--- config.mk ---
export PLATFORM = sky130hd
export DESIGN_NAME = persistence_pair_collector
export DESIGN_NICKNAME = d
export VERILOG_FILES = /design/src/rtl/persistence_pair_collector.sv
export SDC_FILE = /design/constraint.sdc
export NUM_CORES = 1
export LEC_CHECK = 0
export CORE_ASPECT_RATIO = 1.25
export CORE_UTILIZATION = 50
export CTS_BUF_LIST = sky130_fd_sc_hd__clkbuf_8
export DETAILED_ROUTE_END_ITERATION = 16
export GPL_TIMING_DRIVEN = 0
export PLACE_DENSITY = 0.78
export SETUP_SLACK_MARGIN = 0.05
export SLEW_MARGIN = 5
export SYNTH_ARGS = -nofsm -noshare
export SYNTH_HDL_FRONTEND = slang
export SYNTH_SLANG_ARGS = --single-unit
--- constraint.sdc ---
create_clock -name clk -period 10.3 [get_ports clk]
set_clock_uncertainty 0.05 [all_clocks]
set_input_delay 1.03 -clock clk [delete_from_list [all_inputs] [get_ports clk]]
set_output_delay 1.03 -clock clk [all_outputs]
set_load 0.05 [all_outputs]
--- src/rtl/persistence_pair_collector.sv ---
// Collects (birth, death) persistence pairs from reduced columns into an output FIFO.
// Define PERSIST_ESSENTIAL_EN to build the zero map and the essential-class scan on flush.
module persistence_pair_collector #(
  parameter int unsigned ADDR_WIDTH      = 12,
  parameter int unsigned NUM_COLS        = 256,
  parameter int unsigned PAIR_FIFO_DEPTH = 16
) (
  input  logic                              clk,
  input  logic                              rst_n,
  input  logic                              enable,
  input  logic                              in_valid,
  output logic                              in_ready,
  input  logic [ADDR_WIDTH-1:0]             in_col,
  input  logic [ADDR_WIDTH-1:0]             in_pivot,
  input  logic                              in_zero,
  input  logic                              flush,
  output logic                              pair_valid,
  input  logic                              pair_ready,
  output logic [ADDR_WIDTH-1:0]             pair_birth,
  output logic [ADDR_WIDTH-1:0]             pair_death,
  output logic [$clog2(PAIR_FIFO_DEPTH):0]  fifo_level,
  output logic                              conflict_flag,
  output logic                              range_err,
  output logic [15:0]                       conflict_count,
  output logic                              flush_done
);

  localparam int unsigned MapW = (NUM_COLS > 1) ? $clog2(NUM_COLS) : 1;
  localparam int unsigned PtrW = $clog2(PAIR_FIFO_DEPTH);
  localparam int unsigned LvlW = PtrW + 1;

  localparam logic [1:0] StAccept = 2'd0;
  localparam logic [1:0] StDone   = 2'd2;
`ifdef PERSIST_ESSENTIAL_EN
  localparam logic [1:0] StScan   = 2'd1;
`endif

  logic [1:0]            state_q, state_d;
  logic [NUM_COLS-1:0]   pivot_map_q, pivot_map_d;
  logic                  range_err_q, range_err_d;
  logic                  conflict_flag_q, conflict_flag_d;
  logic [15:0]           conflict_count_q, conflict_count_d;

  logic [ADDR_WIDTH-1:0] birth_mem [PAIR_FIFO_DEPTH];
  logic [ADDR_WIDTH-1:0] death_mem [PAIR_FIFO_DEPTH];
  logic [PtrW-1:0]       wr_ptr_q, rd_ptr_q;
  logic [LvlW-1:0]       level_q;

  logic                  full, pop, accept, push;
  logic                  col_ok, piv_ok;
  logic [MapW-1:0]       piv_idx;
  logic [ADDR_WIDTH-1:0] push_birth, push_death;

`ifdef PERSIST_ESSENTIAL_EN
  logic [NUM_COLS-1:0]   zero_map_q, zero_map_d;
  logic [MapW-1:0]       k_q, k_d;
  logic [MapW-1:0]       col_idx;
  logic                  scan_need;

  assign col_idx   = in_col[MapW-1:0];
  assign scan_need = zero_map_q[k_q] && !pivot_map_q[k_q];
`endif

  // Fullness comes from the registered level, so a same-cycle pop never frees space.
  assign full     = (level_q == LvlW'(PAIR_FIFO_DEPTH));
  assign in_ready = rst_n && enable && (state_q == StAccept) && !full;
  assign accept   = in_valid && in_ready;
  assign pop      = pair_ready && (level_q != '0);
  assign col_ok   = (32'(in_col) < NUM_COLS);
  assign piv_ok   = (32'(in_pivot) < NUM_COLS);
  assign piv_idx  = in_pivot[MapW-1:0];

  always_comb begin
    state_d          = state_q;
    pivot_map_d      = pivot_map_q;
    range_err_d      = range_err_q;
    conflict_flag_d  = conflict_flag_q;
    conflict_count_d = conflict_count_q;
    push             = 1'b0;
    push_birth       = '0;
    push_death       = '0;
`ifdef PERSIST_ESSENTIAL_EN
    zero_map_d       = zero_map_q;
    k_d              = k_q;
`endif
    case (state_q)
      StAccept: begin
        if (accept) begin
          if (in_zero) begin
`ifdef PERSIST_ESSENTIAL_EN
            if (!col_ok) range_err_d = 1'b1;
            else         zero_map_d[col_idx] = 1'b1;
`endif
          end else if (!col_ok || !piv_ok) begin
            range_err_d = 1'b1;
          end else if (pivot_map_q[piv_idx]) begin
            conflict_flag_d = 1'b1;
            if (conflict_count_q != 16'hFFFF) conflict_count_d = conflict_count_q + 16'd1;
          end else begin
            pivot_map_d[piv_idx] = 1'b1;
            push                 = 1'b1;
            push_birth           = in_pivot;
            push_death           = in_col;
          end
        end
        // The record accepted alongside flush has already been folded in above.
        if (enable && flush) begin
`ifdef PERSIST_ESSENTIAL_EN
          state_d = StScan;
          k_d     = '0;
`else
          state_d = StDone;
`endif
        end
      end
`ifdef PERSIST_ESSENTIAL_EN
      StScan: begin
        if (enable && !(scan_need && full)) begin
          if (scan_need) begin
            push       = 1'b1;
            push_birth = ADDR_WIDTH'(k_q);
            push_death = '1;
          end
          if (k_q == MapW'(NUM_COLS - 1)) state_d = StDone;
          else                            k_d     = k_q + 1'b1;
        end
      end
`endif
      StDone: begin
        state_d     = StAccept;
        pivot_map_d = '0;
`ifdef PERSIST_ESSENTIAL_EN
        zero_map_d  = '0;
        k_d         = '0;
`endif
      end
      default: state_d = StAccept;
    endcase
  end

  always_ff @(posedge clk or negedge rst_n) begin
    if (!rst_n) begin
      state_q          <= StAccept;
      pivot_map_q      <= '0;
      range_err_q      <= 1'b0;
      conflict_flag_q  <= 1'b0;
      conflict_count_q <= '0;
      wr_ptr_q         <= '0;
      rd_ptr_q         <= '0;
      level_q          <= '0;
`ifdef PERSIST_ESSENTIAL_EN
      zero_map_q       <= '0;
      k_q              <= '0;
`endif
    end else begin
      state_q          <= state_d;
      pivot_map_q      <= pivot_map_d;
      range_err_q      <= range_err_d;
      conflict_flag_q  <= conflict_flag_d;
      conflict_count_q <= conflict_count_d;
`ifdef PERSIST_ESSENTIAL_EN
      zero_map_q       <= zero_map_d;
      k_q              <= k_d;
`endif
      if (push) wr_ptr_q <= wr_ptr_q + 1'b1;
      if (pop)  rd_ptr_q <= rd_ptr_q + 1'b1;
      case ({push, pop})
        2'b10:   level_q <= level_q + 1'b1;
        2'b01:   level_q <= level_q - 1'b1;
        default: level_q <= level_q;
      endcase
    end
  end

  // Storage is not reset; the outputs are masked while the FIFO is empty.
  always_ff @(posedge clk) begin
    if (push) begin
      birth_mem[wr_ptr_q] <= push_birth;
      death_mem[wr_ptr_q] <= push_death;
    end
  end

  assign pair_valid     = (level_q != '0);
  assign pair_birth     = pair_valid ? birth_mem[rd_ptr_q] : '0;
  assign pair_death     = pair_valid ? death_mem[rd_ptr_q] : '0;
  assign fifo_level     = level_q;
  assign conflict_flag  = conflict_flag_q;
  assign range_err      = range_err_q;
  assign conflict_count = conflict_count_q;
  assign flush_done     = (state_q == StDone);

endmodule
==> flow_summary.yaml, run 1 <==
cells_and_area:
  fin_nets: 1980
  final_cell_mix: "edfxtp_1 (384), dfrtp_1 (288), o2bb2ai_1 (239)"
  fill_cells: 4103
  syn2layout_area_growth_pct: 15.4
  seq_area_sq_um: 18700
  final_common_cell: "edfxtp_1"
  drive_gt1_frac: 0.200
  multi_input_area_sq_um: 9200
power:
  leakagePower_uw: 0.0119
  finalPower_uw: 6610
  p_seq_frac: 0.436
  p_sw_uw: 2010
  powerDensity_nw_per_um2: 204
  p_comb_frac: 0.230
  sw_frac_of_total: 0.304
  internal-power_uw: 4600
  ir_drop_v: 0.000174
  clkPwrFrac: 0.334
global_routing:
  grt_pass1_vias: 18100
  overflow: 0
  grtUsageTotal: 0.270
  grt_pass1_wl_mm: 113
  grt_max_degree: 123
  antenna_found_initial: 3
floorplan:
  die_area_sq_um: 57200
  io_pins: 81
  design.core.area_sq_um: 55300
  die_h_um: 267
  rows: 96
  initial_core_util: 0.509
  die_w_um: 214
run:
  cap_viol_max_count: 0
routing:
  viasPerCell: 6.23
  drc: 0
  antenna_left: 0
  num_vias: 17200
  drt_iter0_drc: 1702
  drt_first_pass_iters: 6
  drt-total-wl_mm: 76.0
  wl_per_cell_um: 27.6
cts:
  hold_buffers: 0
  cts_resized: 0
  htreeDepth: 3
  tritoncts: "yes"
  cts_setup_buffers: 0
  cts_made_buffers: 101
  cts_root_buffer: "clkbuf_8"
  path_clk_slew_ns: 0.06
  clock_sinks: 672
  clock_latency_ns: 0.73
  cts_buffer_depth: 3
sta:
  tightest_slew_ns: 1.14
  max-slew-margin-rel: 0.242
  max_freq_mhz: 164
  finalHoldViolCount: 0
  setup_viol: 0
  period_needed_ns: 6.08
  setup-tns-final_ns: 0
  rsz0062_at_grt: "false"
  finalCritPeriodShare: 0.590
  drv_slew: 0
synth:
  synthesis.area_sq_um: 28100
  synth_area_per_cell_sq_um: 17.3
  ys_async_sr_fraction: 0.429
  synth-edff-count: 384
  ys_types: 50
  dominantRegCellSynth: "edfxtp_1"
  yosys_register_bits: 672
  yosys_warnings: 0
  syn_inst: 1630
  yosysSeqAreaShare: 0.666
outcome:
  outcome: "complete, no violations"
min_path:
  holdCritPathClass: "input port to asynchronous set/reset pin"
setup_path:
  cp-end-kind: "output pin"
  worstPathArrival_ns: 5.00
  crit_type: "flip-flop to output pin"
  crit_required_ns: 9.22
  start_kind: "flip-flop"
  critPathMaxFanout: 10
placed_design:
  hpwl_mm: 48.9
  io_buffer_count: 77
  place.gp.congestion: 0.961
[logic make-up (layout without fill, tap and decap cells)]
family,count (synthesis),in the layout,share of synthesized area
DFF,672,672,0.666
buffers and inverters,154,420,0.0245
muxes,220,220,0.158
other,1,129,0.000133
adders and majority gates,10,10,0.00445
and+or+nand+nor,242,242,0.0472
xor gates and xnor gates,28,28,0.00872
AOI/OAI and AO/OA,303,303,0.0911
[critical path: stages (launching register included)]
cell	delay, ns
dfrtp_1	0.36
clkbuf_1	0.31
buf_1	0.74
buf_1	0.83
mux4_2	0.61
mux4_2	0.52
and2_1	0.20
clkdlybuf4s50_1	0.70
[sequential cells by signal (all words and copies together), names as in the netlist, 4 cells and up]
| name | flops |
|---|---|
| wr_ptr_q | 4 |
| birth_mem | 192 |
| pivot_map_q | 256 |
| fifo_level | 5 |
| death_mem | 192 |
| rd_ptr_q | 4 |
| conflict_count | 16 |
[final timing paths]
path	start	to	slack, ns	cells after the start
worst max-delay path	rd_ptr_q[0]	pair_death[0]	4.22	7
worst min register to register	pivot_map_q[6]	pivot_map_q[6]	0.43	1
min in group clk	pivot_map_q[6]	pivot_map_q[6]	0.43	1
worst min-delay path	rst_n	pivot_map_q[173]	0.29	1
worst max register to register	fifo_level[1]	birth_mem[13][5]	5.35	8
max in group asynchronous	rst_n	pivot_map_q[228]	8.46	3
[cells in the mapped netlist (5+ instances only)]
library cell | instances | area [sq um]
nor3_1 | 27 | 135
and2_1 | 30 | 188
xnor2_1 | 7 | 61.3
nand3_4 | 6 | 105
a22oi_1 | 5 | 37.5
mux4_2 | 177 | 3990
nor2_1 | 27 | 101
ha_1 | 10 | 125
inv_1 | 11 | 41.3
edfxtp_1 | 384 | 11500
a31oi_1 | 7 | 43.8
buf_1 | 18 | 67.6
mux2i_1 | 31 | 310
o22ai_1 | 5 | 31.3
nand2_1 | 47 | 176
and3_1 | 37 | 231
o2bb2ai_1 | 239 | 2090
xor2_1 | 21 | 184
dfrtp_1 | 288 | 7210
nor4_1 | 8 | 50.1
a22o_1 | 16 | 140
mux2_2 | 11 | 124
or3_1 | 9 | 56.3
a21oi_1 | 11 | 55.1
nor2b_1 | 9 | 56.3
buf_2 | 27 | 135
clkbuf_1 | 83 | 312
nand2b_1 | 8 | 50.1
buf_4 | 8 | 60.1
nand3_1 | 30 | 150
[layer usage]
layer  vias to the layer above  share of wire  global-route usage
met2                      1024           0.50               0.458
met4                         2          0.060               0.166
met5                         -        0.00017                   0
met3                       280          0.084              0.0584
li1                       7067              -                   -
met1                      8821           0.36               0.315
[layout make-up]
class / instances / share of cell area
inverters: 13 / 0.00150
well taps: 735 / 0.0283
flip-flops and latches: 672 / 0.577
repair buffers: 79 / 0.0256
diodes: 1 / 0.0000771
clock inverters: 64 / 0.0121
plain buffers: 141 / 0.0197
multi-input cells: 931 / 0.283
clock buffers: 123 / 0.0522
[power by group through the flow]
| stage | Sequential (uW) | Combinational (uW) | Clock (uW) |
|---|---|---|---|
| 3_5_place_dp | 2930 | 1520 | 0 |
| 2_1_floorplan | 2960 | 995 | 0 |
| 4_1_cts | 2880 | 1540 | 2230 |
| 5_1_grt | 2880 | 1590 | 2340 |
| 3_3_place_gp | 2930 | 1490 | 0 |
| 6_report | 2880 | 1520 | 2210 |
[stage by stage]
stage               worst slack (ns)  cells  utilization  instance area [sq um]  hold WS [ns]
floorplan                       5.50   1757            -                  28600         0.397
global placement               -5.01   2569        0.548                  30300         0.401
detailed placement              3.78   2571        0.550                  30400         0.417
CTS                             4.15   2758        0.587                  32500         0.295
global route                    4.00   2759        0.588                  32500         0.348
finish                          4.22   2759        0.588                  32500         0.287
Note: power is estimated with default switching activity, not from simulation.
==> run 2: changes to the inputs <==
Clock period 10.3 ns to 6.05 ns, I/O delays scaled along.
==> run 2 against run 1 <==
Compared with the run above: clock-buffer cell count unchanged; non-clock buffer count increased by 1; critical path type unchanged; sequential share of layout area about the same; total power increased by 70%; worst setup slack got worse by 3.8 ns; critical endpoint is now pair_death[7].
==> flow_summary.yaml, run 2 (synthesis results as in run 1) <==
global_routing:
  grt_pass1_vias: 18100
  antenna_found_initial: 3
  grt_pass1_wl_mm: 113
  grt_max_degree: 123
  grtUsageTotal: 0.270
  overflow: 0
cells_and_area:
  final_common_cell: "edfxtp_1"
  syn2layout_area_growth_pct: 15.5
  largest_reg_flops: 256
  stdcell_area_sq_um: 32500
  regMostFlops: "pivot_map_q"
  drive_gt1_frac: 0.201
  reg_top3: "pivot_map_q x256, birth_mem x192, death_mem x192"
  fin_nets: 1981
  final_cell_mix: "edfxtp_1 (384), dfrtp_1 (288), o2bb2ai_1 (239)"
sta:
  period_needed_ns: 5.63
  setup-tns-final_ns: 0
  max-slew-margin-rel: 0.233
  rsz0062_at_grt: "false"
  drv_slew: 0
  tightest_slew_ns: 1.15
  max_freq_mhz: 178
  finalHoldViolCount: 0
  setup_ws_ns: 0.419
  finalCritPeriodShare: 0.931
  setup_viol: 0
power:
  leakagePower_uw: 0.0119
  powerDensity_nw_per_um2: 347
  ir_drop_v: 0.000296
min_path:
  hold_path_depth: 1
  min_to: "range_err"
  holdCritPathClass: "flip-flop to flip-flop"
  hp-start: "range_err"
cts:
  path_clk_slew_ns: 0.06
  clock_latency_ns: 0.74
  cts_setup_buffers: 0
  htreeDepth: 3
  clock_sinks: 672
  cts_root_buffer: "clkbuf_8"
  cts_buffer_depth: 3
  cts_made_buffers: 101
  tritoncts: "yes"
routing:
  drc: 0
  drt_iter0_drc: 1787
  viasPerCell: 6.22
  num_vias: 17200
  antenna_left: 0
  drt_first_pass_iters: 6
  wl_per_cell_um: 27.6
  drt-total-wl_mm: 76.1
placed_design:
  io_buffer_count: 77
  place.gp.congestion: 0.961
  hpwl_mm: 48.9
  dp_slack_ns: -0.0401
  placed_area_sq_um: 30400
setup_path:
  crit_type: "flip-flop to output pin"
  timing.rr.start: "fifo_level[1]"
  worstPathArrival_ns: 4.98
  reg2reg_to: "fifo_level[4]"
  r2r_slack_ns: 1.47
  crit_required_ns: 5.39
  start_kind: "flip-flop"
  r2r_cells: 18
  critPathMaxFanout: 10
  cp-end-kind: "output pin"
floorplan:
  io_pins: 81
  rows: 96
  design.core.area_sq_um: 55300
  die_w_um: 214
  die_area_sq_um: 57200
  die_h_um: 267
  initial_core_util: 0.509
outcome:
  outcome: "complete, no violations"
run:
  cap_viol_max_count: 0
-- run 2: cell types whose count changed in the layout (fill, tap and decap cells not counted), sizes merged --
cell | before | now
buf | 61 | 60
clkbuf | 206 | 207
dlygate4sd3 | 0 | 1
-- run 2: what timing repair did --
action,CTS,global route
hold buffers,1,0
gates resized for setup,0,4
hold endpoints to repair,93,0
setup endpoints to repair,0,145
-- run 2: layer usage --
layer | vias to the layer above | track usage | share of wire
met5 | - | 0 | 0.00017
met4 | 2 | 0.166 | 0.061
met3 | 265 | 0.0584 | 0.087
met2 | 1023 | 0.458 | 0.50
met1 | 8814 | 0.315 | 0.35
li1 | 7072 | - | -
-- run 2: worst max path at each step --
stage          cells after the start  slack, ns   startpoint          endpoint
4_1_cts                           10       0.25        rst_n   birth_mem[1][3]
6_report                           7       0.42  rd_ptr_q[0]     pair_death[7]
5_1_grt                            7       0.17  rd_ptr_q[0]     pair_birth[1]
2_1_floorplan                     21       1.67  in_pivot[0]     fifo_level[4]
3_5_place_dp                      22      -0.04  in_pivot[1]     fifo_level[4]
3_3_place_gp                       9      -8.83        rst_n  birth_mem[15][2]
-- run 2: power by group --
part           internal, uW  switching [uW]
clock                  1980            1790
combinational           994            1600
sequential             4860            42.9
total                  7830            3430
-- run 2: critical path, stage by stage, from the launching register on --
cell and delay (ns):
dfrtp_1 0.36, clkbuf_1 0.30, buf_1 0.72, buf_1 0.82
mux4_2 0.63, mux4_2 0.48, and2_1 0.21, clkdlybuf4s50_1 0.71
-- run 2: area by class of cell --
cell class,count,area [sq um]
tap,735,920
buffer,141,642
multi-input combinational,931,9200
sequential,672,18700
fill,4101,22800
inverter,13,48.8
timing repair buffer,80,841
antenna,1,2.50
clock inverter,64,392
clock buffer,123,1690
-- run 2: through the flow --
step                      utilization  hold slack, ns  instances  power, uW
after floorplan                     -           0.259       1757       6730
after global placement          0.548           0.401       2569       7530
after detailed placement        0.550           0.417       2571       7580
after CTS                       0.588           0.429       2759      11300
after global routing            0.588           0.445       2760      11600
final                           0.588           0.426       2760      11300
